$ cat src/rtl/pin_input_conditioner_if.sv
// Bundle of the pin conditioner's data-side signals.
//   RAW_IN   : raw, asynchronous switch/button levels (into the conditioner)
//   CLR_EVT  : per-bit clear strobe for the sticky event flags (into the conditioner)
//   PIN      : debounced, synchronized level (out of the conditioner)
//   RISE     : one-cycle pulse per bit on a 0->1 change of PIN (out)
//   EVT      : sticky rising-edge flags (out)
//   EVT_ANY  : registered OR of EVT (out)
// Handshake: there is no valid/ready pair. Every signal is a level, sampled
// on each rising clock edge. CLR_EVT is a one-cycle strobe per bit, and a set
// on the same edge overrides it.
// Modports: master = CPU/pin side that drives RAW_IN and CLR_EVT;
//           slave  = the conditioner itself.
interface pin_input_conditioner_if #(
  parameter int WIDTH = 8
);
  logic [WIDTH-1:0] RAW_IN;
  logic [WIDTH-1:0] CLR_EVT;
  logic [WIDTH-1:0] PIN;
  logic [WIDTH-1:0] RISE;
  logic [WIDTH-1:0] EVT;
  logic             EVT_ANY;

  modport master (
    output RAW_IN, CLR_EVT,
    input  PIN, RISE, EVT, EVT_ANY
  );

  modport slave (
    input  RAW_IN, CLR_EVT,
    output PIN, RISE, EVT, EVT_ANY
  );
endinterface

$ cat src/rtl/pin_input_conditioner.sv
// Conditions raw external input pins before they reach the PIN bus.
// Each bit passes through a 2-FF synchronizer and then a consecutive-sample
// debouncer: a new level is accepted only after DEB_CYCLES consecutive edges
// at which the synchronized sample disagrees with the current PIN value.
// Accepted 0->1 changes give a one-cycle RISE pulse and set a sticky EVT flag
// that the CPU clears with CLR_EVT.
// Ports:
//   CLK : system clock, all state on the rising edge
//   RST : synchronous reset, active-high, overrides everything
//   bus : pin_input_conditioner_if.slave (RAW_IN, CLR_EVT in; PIN, RISE,
//         EVT, EVT_ANY out)
module pin_input_conditioner #(
  parameter int WIDTH      = 8,
  parameter int DEB_CYCLES = 4
) (
  input  logic                     CLK,
  input  logic                     RST,
  pin_input_conditioner_if.slave   bus
);
  localparam int CNT_W = $clog2(DEB_CYCLES);
  localparam logic [CNT_W-1:0] CNT_MAX = CNT_W'(DEB_CYCLES - 1);

  logic [WIDTH-1:0] sync1_q;
  logic [WIDTH-1:0] sync2_q;
  logic [WIDTH-1:0] pin_q;
  logic [WIDTH-1:0] rise_q;
  logic [WIDTH-1:0] evt_q;
  logic             evt_any_q;
  logic [CNT_W-1:0] cnt_q [WIDTH];

  logic [WIDTH-1:0] pin_nxt;
  logic [WIDTH-1:0] rise_nxt;
  logic [WIDTH-1:0] evt_nxt;
  logic [CNT_W-1:0] cnt_nxt [WIDTH];

  // Per-bit debounce. The counter holds how many consecutive mismatches have
  // been seen so far; the DEB_CYCLES-th mismatch flips PIN instead of
  // counting, so the counter never passes CNT_MAX. Any matching sample, or
  // an acceptance, restarts the count at zero.
  always_comb begin
    pin_nxt = pin_q;
    for (int i = 0; i < WIDTH; i++) begin
      cnt_nxt[i] = '0;
      if (sync2_q[i] != pin_q[i]) begin
        if (cnt_q[i] == CNT_MAX) begin
          pin_nxt[i] = sync2_q[i];
        end else begin
          cnt_nxt[i] = cnt_q[i] + CNT_W'(1);
        end
      end
    end
    rise_nxt = pin_nxt & ~pin_q;
    // A rise on the same edge as a clear wins, so no press is lost.
    evt_nxt  = rise_nxt | (evt_q & ~bus.CLR_EVT);
  end

  always_ff @(posedge CLK) begin
    if (RST) begin
      sync1_q   <= '0;
      sync2_q   <= '0;
      pin_q     <= '0;
      rise_q    <= '0;
      evt_q     <= '0;
      evt_any_q <= 1'b0;
      for (int i = 0; i < WIDTH; i++) begin
        cnt_q[i] <= '0;
      end
    end else begin
      sync1_q   <= bus.RAW_IN;
      sync2_q   <= sync1_q;
      pin_q     <= pin_nxt;
      rise_q    <= rise_nxt;
      evt_q     <= evt_nxt;
      // Derived from the next EVT value so EVT_ANY lines up with EVT.
      evt_any_q <= |evt_nxt;
      for (int i = 0; i < WIDTH; i++) begin
        cnt_q[i] <= cnt_nxt[i];
      end
    end
  end

  assign bus.PIN     = pin_q;
  assign bus.RISE    = rise_q;
  assign bus.EVT     = evt_q;
  assign bus.EVT_ANY = evt_any_q;
endmodule

$ cat src/flat_wrapper.sv
// flat-port wrapper written by rule: the top's interface ports become plain ports
module pin_input_conditioner_flat 
#(
  parameter int WIDTH      = 8,
  parameter int DEB_CYCLES = 4
)
  (CLK, RST, bus_RAW_IN, bus_CLR_EVT, bus_PIN, bus_RISE, bus_EVT, bus_EVT_ANY);
  pin_input_conditioner_if #(.WIDTH(WIDTH)) bus_i ();
  input  logic CLK;
  input  logic RST;
  input wire logic [$bits(bus_i.RAW_IN)-1:0] bus_RAW_IN;
  input wire logic [$bits(bus_i.CLR_EVT)-1:0] bus_CLR_EVT;
  output wire logic [$bits(bus_i.PIN)-1:0] bus_PIN;
  output wire logic [$bits(bus_i.RISE)-1:0] bus_RISE;
  output wire logic [$bits(bus_i.EVT)-1:0] bus_EVT;
  output wire logic [$bits(bus_i.EVT_ANY)-1:0] bus_EVT_ANY;
  assign bus_i.RAW_IN = bus_RAW_IN;
  assign bus_i.CLR_EVT = bus_CLR_EVT;
  assign bus_PIN = bus_i.PIN;
  assign bus_RISE = bus_i.RISE;
  assign bus_EVT = bus_i.EVT;
  assign bus_EVT_ANY = bus_i.EVT_ANY;
  pin_input_conditioner #(.WIDTH(WIDTH), .DEB_CYCLES(DEB_CYCLES)) u_core (.CLK(CLK), .RST(RST), .bus(bus_i));
endmodule
$ cat config.mk
export PLATFORM = sky130hd
export DESIGN_NAME = pin_input_conditioner_flat
export DESIGN_NICKNAME = d
export VERILOG_FILES = /design/src/rtl/pin_input_conditioner_if.sv /design/src/rtl/pin_input_conditioner.sv /design/src/flat_wrapper.sv
export SDC_FILE = /design/constraint.sdc
export NUM_CORES = 1
export LEC_CHECK = 0
export BUFFER_PORTS_ARGS = -buffer_cell sky130_fd_sc_hd__buf_2
export CAP_MARGIN = 15
export CORE_MARGIN = 3
export CORE_UTILIZATION = 45
export CTS_CLUSTER_DIAMETER = 50
export CTS_CLUSTER_SIZE = 10
export DETAILED_ROUTE_END_ITERATION = 8
export PLACE_DENSITY_LB_ADDON = 0.05
export REMOVE_ABC_BUFFERS = 1
export SETUP_SLACK_MARGIN = 0.3
export SYNTH_ARGS = -nofsm -noshare
export SYNTH_HDL_FRONTEND = slang
export SYNTH_SLANG_ARGS = --single-unit
export TNS_END_PERCENT = 50
$ cat constraint.sdc
create_clock -name CLK -period 1.2 [get_ports CLK]
set_input_delay 0.24 -clock CLK [delete_from_list [all_inputs] [get_ports CLK]]
set_output_delay 0.24 -clock CLK [all_outputs]
set_load 0.05 [all_outputs]
Yosys cells after proc, flatten, opt, wreduce, memory -nomap -nowiden. Memories as Yosys holds them, arrays and structs flattened. Index checks and enable logic that the tools add are counted.

Register bits after elaboration: 41. Bits in writable memories: 16. Bits of input ports: 18. Output and inout bits: 25. Word-level logic and storage cells: 88. Memories kept: 1.

Memory list: u_core.cnt_q (depth 8, bits a word 2, rd ports 8, clocked after memory_dff 0, wr ports 8, RTL line pin_input_conditioner.sv:29) `logic [CNT_W-1:0] cnt_q [WIDTH];`.

$add $sub $neg: 8. Equal/unequal tests: 16. Mux-type cells: 43. Bitwise logic cells: 13. Reduce and logical (&&, ||, !) cells: 1.

Operators by type and width (count): 2-to-1 mux 2 bit (24); 2-to-1 mux 1 bit (19); adder 2 x 1 -> 2 bit (second input constant) (8); AND 8 bit (2); == test 2 bit (second input constant) (8); NOT 8 bit (2); inequality test 1 bit (8); OR 1 bit (8); OR 8 bit (1); OR reduction 8 bit (1).

Depth between registers and ports, before layout.
Depth after elaboration: 6. Depth in mapped cells: 5.

Worst setup path before layout. No wires, ideal clock.

Path kind: reg2reg. Start point: register u_core.pin_q[6], in the netlist u_core.bus.PIN[6]. End point: register u_core.evt_any_q, in the netlist u_core.bus.EVT_ANY. Arrival: 1.249 ns. Path slack: -0.185 ns. Stages on the path, launching flop included: 4. Path buffers: 0. Period minus slack after synthesis: 1.385 ns. Cells stage by stage: dfxtp_1 > o22ai_1 > nor4_1 > a41oi_1.

Word-level cells in the longest chain between the ends: 5.

RTL lines: from (decl) (RTL line pin_input_conditioner.sv:25) `logic [WIDTH-1:0] pin_q;`; from (signal assigned) (RTL line pin_input_conditioner.sv:71) `pin_q <= pin_nxt;`; 2-to-1 mux 1 bit or inequality test 1 bit (tied branches) (RTL line pin_input_conditioner.sv:45, pin_input_conditioner.sv:44); 2-to-1 mux 1 bit (RTL line pin_input_conditioner.sv:44) `if (sync2_q[i] != pin_q[i]) begin`; AND 8 bit (*) (RTL line pin_input_conditioner.sv:52) `rise_nxt = pin_nxt & ~pin_q;`; OR 8 bit (*) (RTL line pin_input_conditioner.sv:54) `evt_nxt = rise_nxt | (evt_q & ~bus.CLR_EVT);`; OR reduction 8 bit (*) (RTL line pin_input_conditioner.sv:75) `evt_any_q <= |evt_nxt;`; to (signal assigned) (RTL line pin_input_conditioner.sv:75); to (decl) (RTL line pin_input_conditioner.sv:28) `logic evt_any_q;`.

Mark *: on every way between the ends. The rest lies on a longest branch, timed or not. A chain may end at the register's enable or synchronous reset.

==> impl_metrics.ini <==
[detailed_routing]
final_antenna_net_count = 0
wire_per_inst_um = 14.4
drc = 0
wl_um = 4560
dr.pass1.iters = 4
drt_iter0_markers = 71
vias_per_cell = 4.77
num_vias = 1512

[logic_synthesis]
synthAdderAreaFrac_pct = 5.24
yosysTopAreaCell = dfxtp_1
synth_most_common_cell = dfxtp_1
ys.flop_type = dfxtp_1
synth_top_cells_by_count = dfxtp_1 (57), nor2_1 (22), nor2b_1 (21), inv_1 (16), a21oi_1 (10)
ys_seq_area_share_pct = 59.8
muxShareOfSynthArea_pct = 0.524
syn_area_um2 = 1910
netlist_top_cells_area = dfxtp_1 (60%), nor2b_1 (6.9%), ha_1 (5.2%)
synth-async-reset-ratio_pct = 0
avgSynthCellArea_um2 = 10.2
netlist_instances = 188
synth_warnings = 0
synth_top_family_by_area = simple AND/OR/NAND/NOR gates
synth_top_area_share_pct = 59.8
synth_compound_area_share_pct = 5.05
synth_simple_gate_area_share_pct = 21.4
synth-edff-count = 0
yosysUniqueCellTypes = 22
synthXorXnorAreaFrac_pct = 3.67
ys_ff_latch = 57

[sta]
slew_viol_final = 0
rsz0062_at_grt = true
fin_crit_sh_pct = 103
fin_tns_setup_ns = -0.0403
timing.hold.ws_ns = 0.119
setup_violations = 1
tightest_slew_ns = 0.244
period_needed_ns = 1.24
fin_skew_ns = 0.00726
post-route-worst-setup-slack_ns = -0.0403
hold_viol_final = 0
fmax_mhz = 806
max_slew_margin_pct = 83.6

[placement]
portBuffers = 42
gp_congestion = 0.778
place_ws_ns = -0.198
dp.final_hpwl_um = 2440

[setup_path]
crit_fanout = 3
cp-start-kind = flip-flop
cp.arrival_ns = 1.44
cp_data_required_time_ns = 1.40
reg2regPathDepth = 5
worst-setup-path-type = reg -> reg
end_kind = flip-flop

[min_path]
hold_path.class = in -> reg
hold_path_depth = 2

[clock_tree]
clkSlewWorstSetupHoldPaths_ns = 0.06
cts-root-buf = clkbuf_8
clockBufferDepth = 2
cts_made_buffers = 9
cts-htree-levels = 3
ctsHoldBuffers = 0
clock_latency_ns = 0.33
tritoncts = done
cts.sinks = 57

[power]
powerDensity_nw_per_um2 = 1160
power_uw = 3910
leakage_uw = 0.00139
ir_drop_v = 0.00141

[global_route]
grt-ovfl-total = 0
grt_pass1_wl_um = 6740
antenna_found_initial = 0
grt.total_usage_pct = 17.3
first_global_vias = 1538
grt_max_degree = 23

[floorplan]
fp.dieArea_um2 = 5060
die_w_um = 71.1
num_rows = 23
start_util_pct = 47.1
die_y_um = 71.1
ios = 43
coreArea_um2 = 4060

[cells_and_area]
antenna_cells = 0
nets = 288
drive_gt1_share_pct = 67.0
syn2layout_area_growth_pct = 75.8

[outcome]
status = complete, but fails checks
failed_checks = negative setup slack

[run]
max_cap_violations = 0
-- metrics by stage --
stage	util, %	cell area, um^2	cells
2_1_floorplan	-	1890	183
3_3_place_gp	55.6	2250	286
3_5_place_dp	55.6	2250	286
4_1_cts	74.8	3030	310
5_1_grt	82.7	3360	317
6_report	82.7	3360	317
-- critical path, stage by stage (launching register included) --
cell and delay (ns):
dfxtp_2 0.33, ha_4 0.18, nand2_4 0.08, o22ai_4 0.07, nor4_4 0.31, a41oi_2 0.14
-- kinds of logic after synthesis --
family,after synthesis
muxes,1
AOI/OAI and AO/OA,17
DFF,57
adders and majority gates,8
and+or+nand+nor,76
xor gates and xnor gates,8
buffers and inverters,21
-- placed cells by master (no fill, tap or decap), drive strengths merged, types with 4 or more instances in the layout --
| cell | Yosys | layout |
|---|---|---|
| buf | 3 | 68 |
| dfxtp | 57 | 57 |
| nor2 | 24 | 24 |
| nor2b | 21 | 21 |
| inv | 16 | 16 |
| clkbuf | 2 | 14 |
| a21oi | 10 | 10 |
| ha | 8 | 8 |
| xnor2 | 8 | 8 |
| or3 | 8 | 8 |
| nand2 | 7 | 7 |
| or2b | 7 | 7 |
| nor3 | 7 | 7 |
| o22ai | 4 | 4 |
-- report_power, final --
group	leakage (uW)	total [uW]	internal (uW)	switching, uW
Combinational	0.000801	145	73.2	71.6
Clock	0.000107	1830	1130	701
Sequential	0.000486	1940	1910	25.1
-- cell type report --
| type | instances | area [um^2] |
|---|---|---|
| well taps | 50 | 62.6 |
| clock inverters | 2 | 35.0 |
| clock buffers | 14 | 173 |
| inverters | 16 | 60.1 |
| flip-flops and latches | 57 | 1210 |
| fillers | 221 | 701 |
| multi-input cells | 110 | 1100 |
| repair buffers | 68 | 709 |
-- worst paths after layout --
| kind | start | end | slack [ns] |
|---|---|---|---|
| min reg2reg | u_core.cnt_q[0][14]$_SDFF_PP0_ | u_core.cnt_q[0][14]$_SDFF_PP0_ | 0.43 |
| max | u_core.cnt_q[0][10]$_SDFF_PP0_ | u_core.bus.EVT_ANY$_SDFF_PP0_ | -0.04 |
| min | bus_RAW_IN[7] | u_core.sync1_q[7]$_SDFF_PP0_ | 0.12 |
| max reg2reg | u_core.cnt_q[0][10]$_SDFF_PP0_ | u_core.bus.EVT_ANY$_SDFF_PP0_ | -0.04 |
-- what timing repair did --
item | in CTS | in global routing
pin swaps | 35 | 41
cloned | 0 | 0
setup endpoints to repair | 61 | 63
resized for setup | 157 | 63
setup buffers | 8 | 7
-- state kept, by name, summed over array words and instances (netlist names) --
| signal | count |
|---|---|
| u_core.bus.EVT | 8 |
| u_core.bus.EVT_ANY | 1 |
| u_core.bus.PIN | 8 |
| u_core.bus.RISE | 8 |
| u_core.cnt_q | 16 |
| u_core.sync1_q | 8 |
| u_core.sync2_q | 8 |
-- layer usage --
| layer | wire length, um | track usage (%) | vias up |
|---|---|---|---|
| li1 | - | - | 762 |
| met1 | 1750 | 18.6 | 710 |
| met2 | 2560 | 29.6 | 30 |
| met3 | 170 | 7.39 | 10 |
| met4 | 76 | 7.52 | 0 |
| met5 | 0 | 0 | - |
Note: power is estimated with default switching activity, not from simulation.
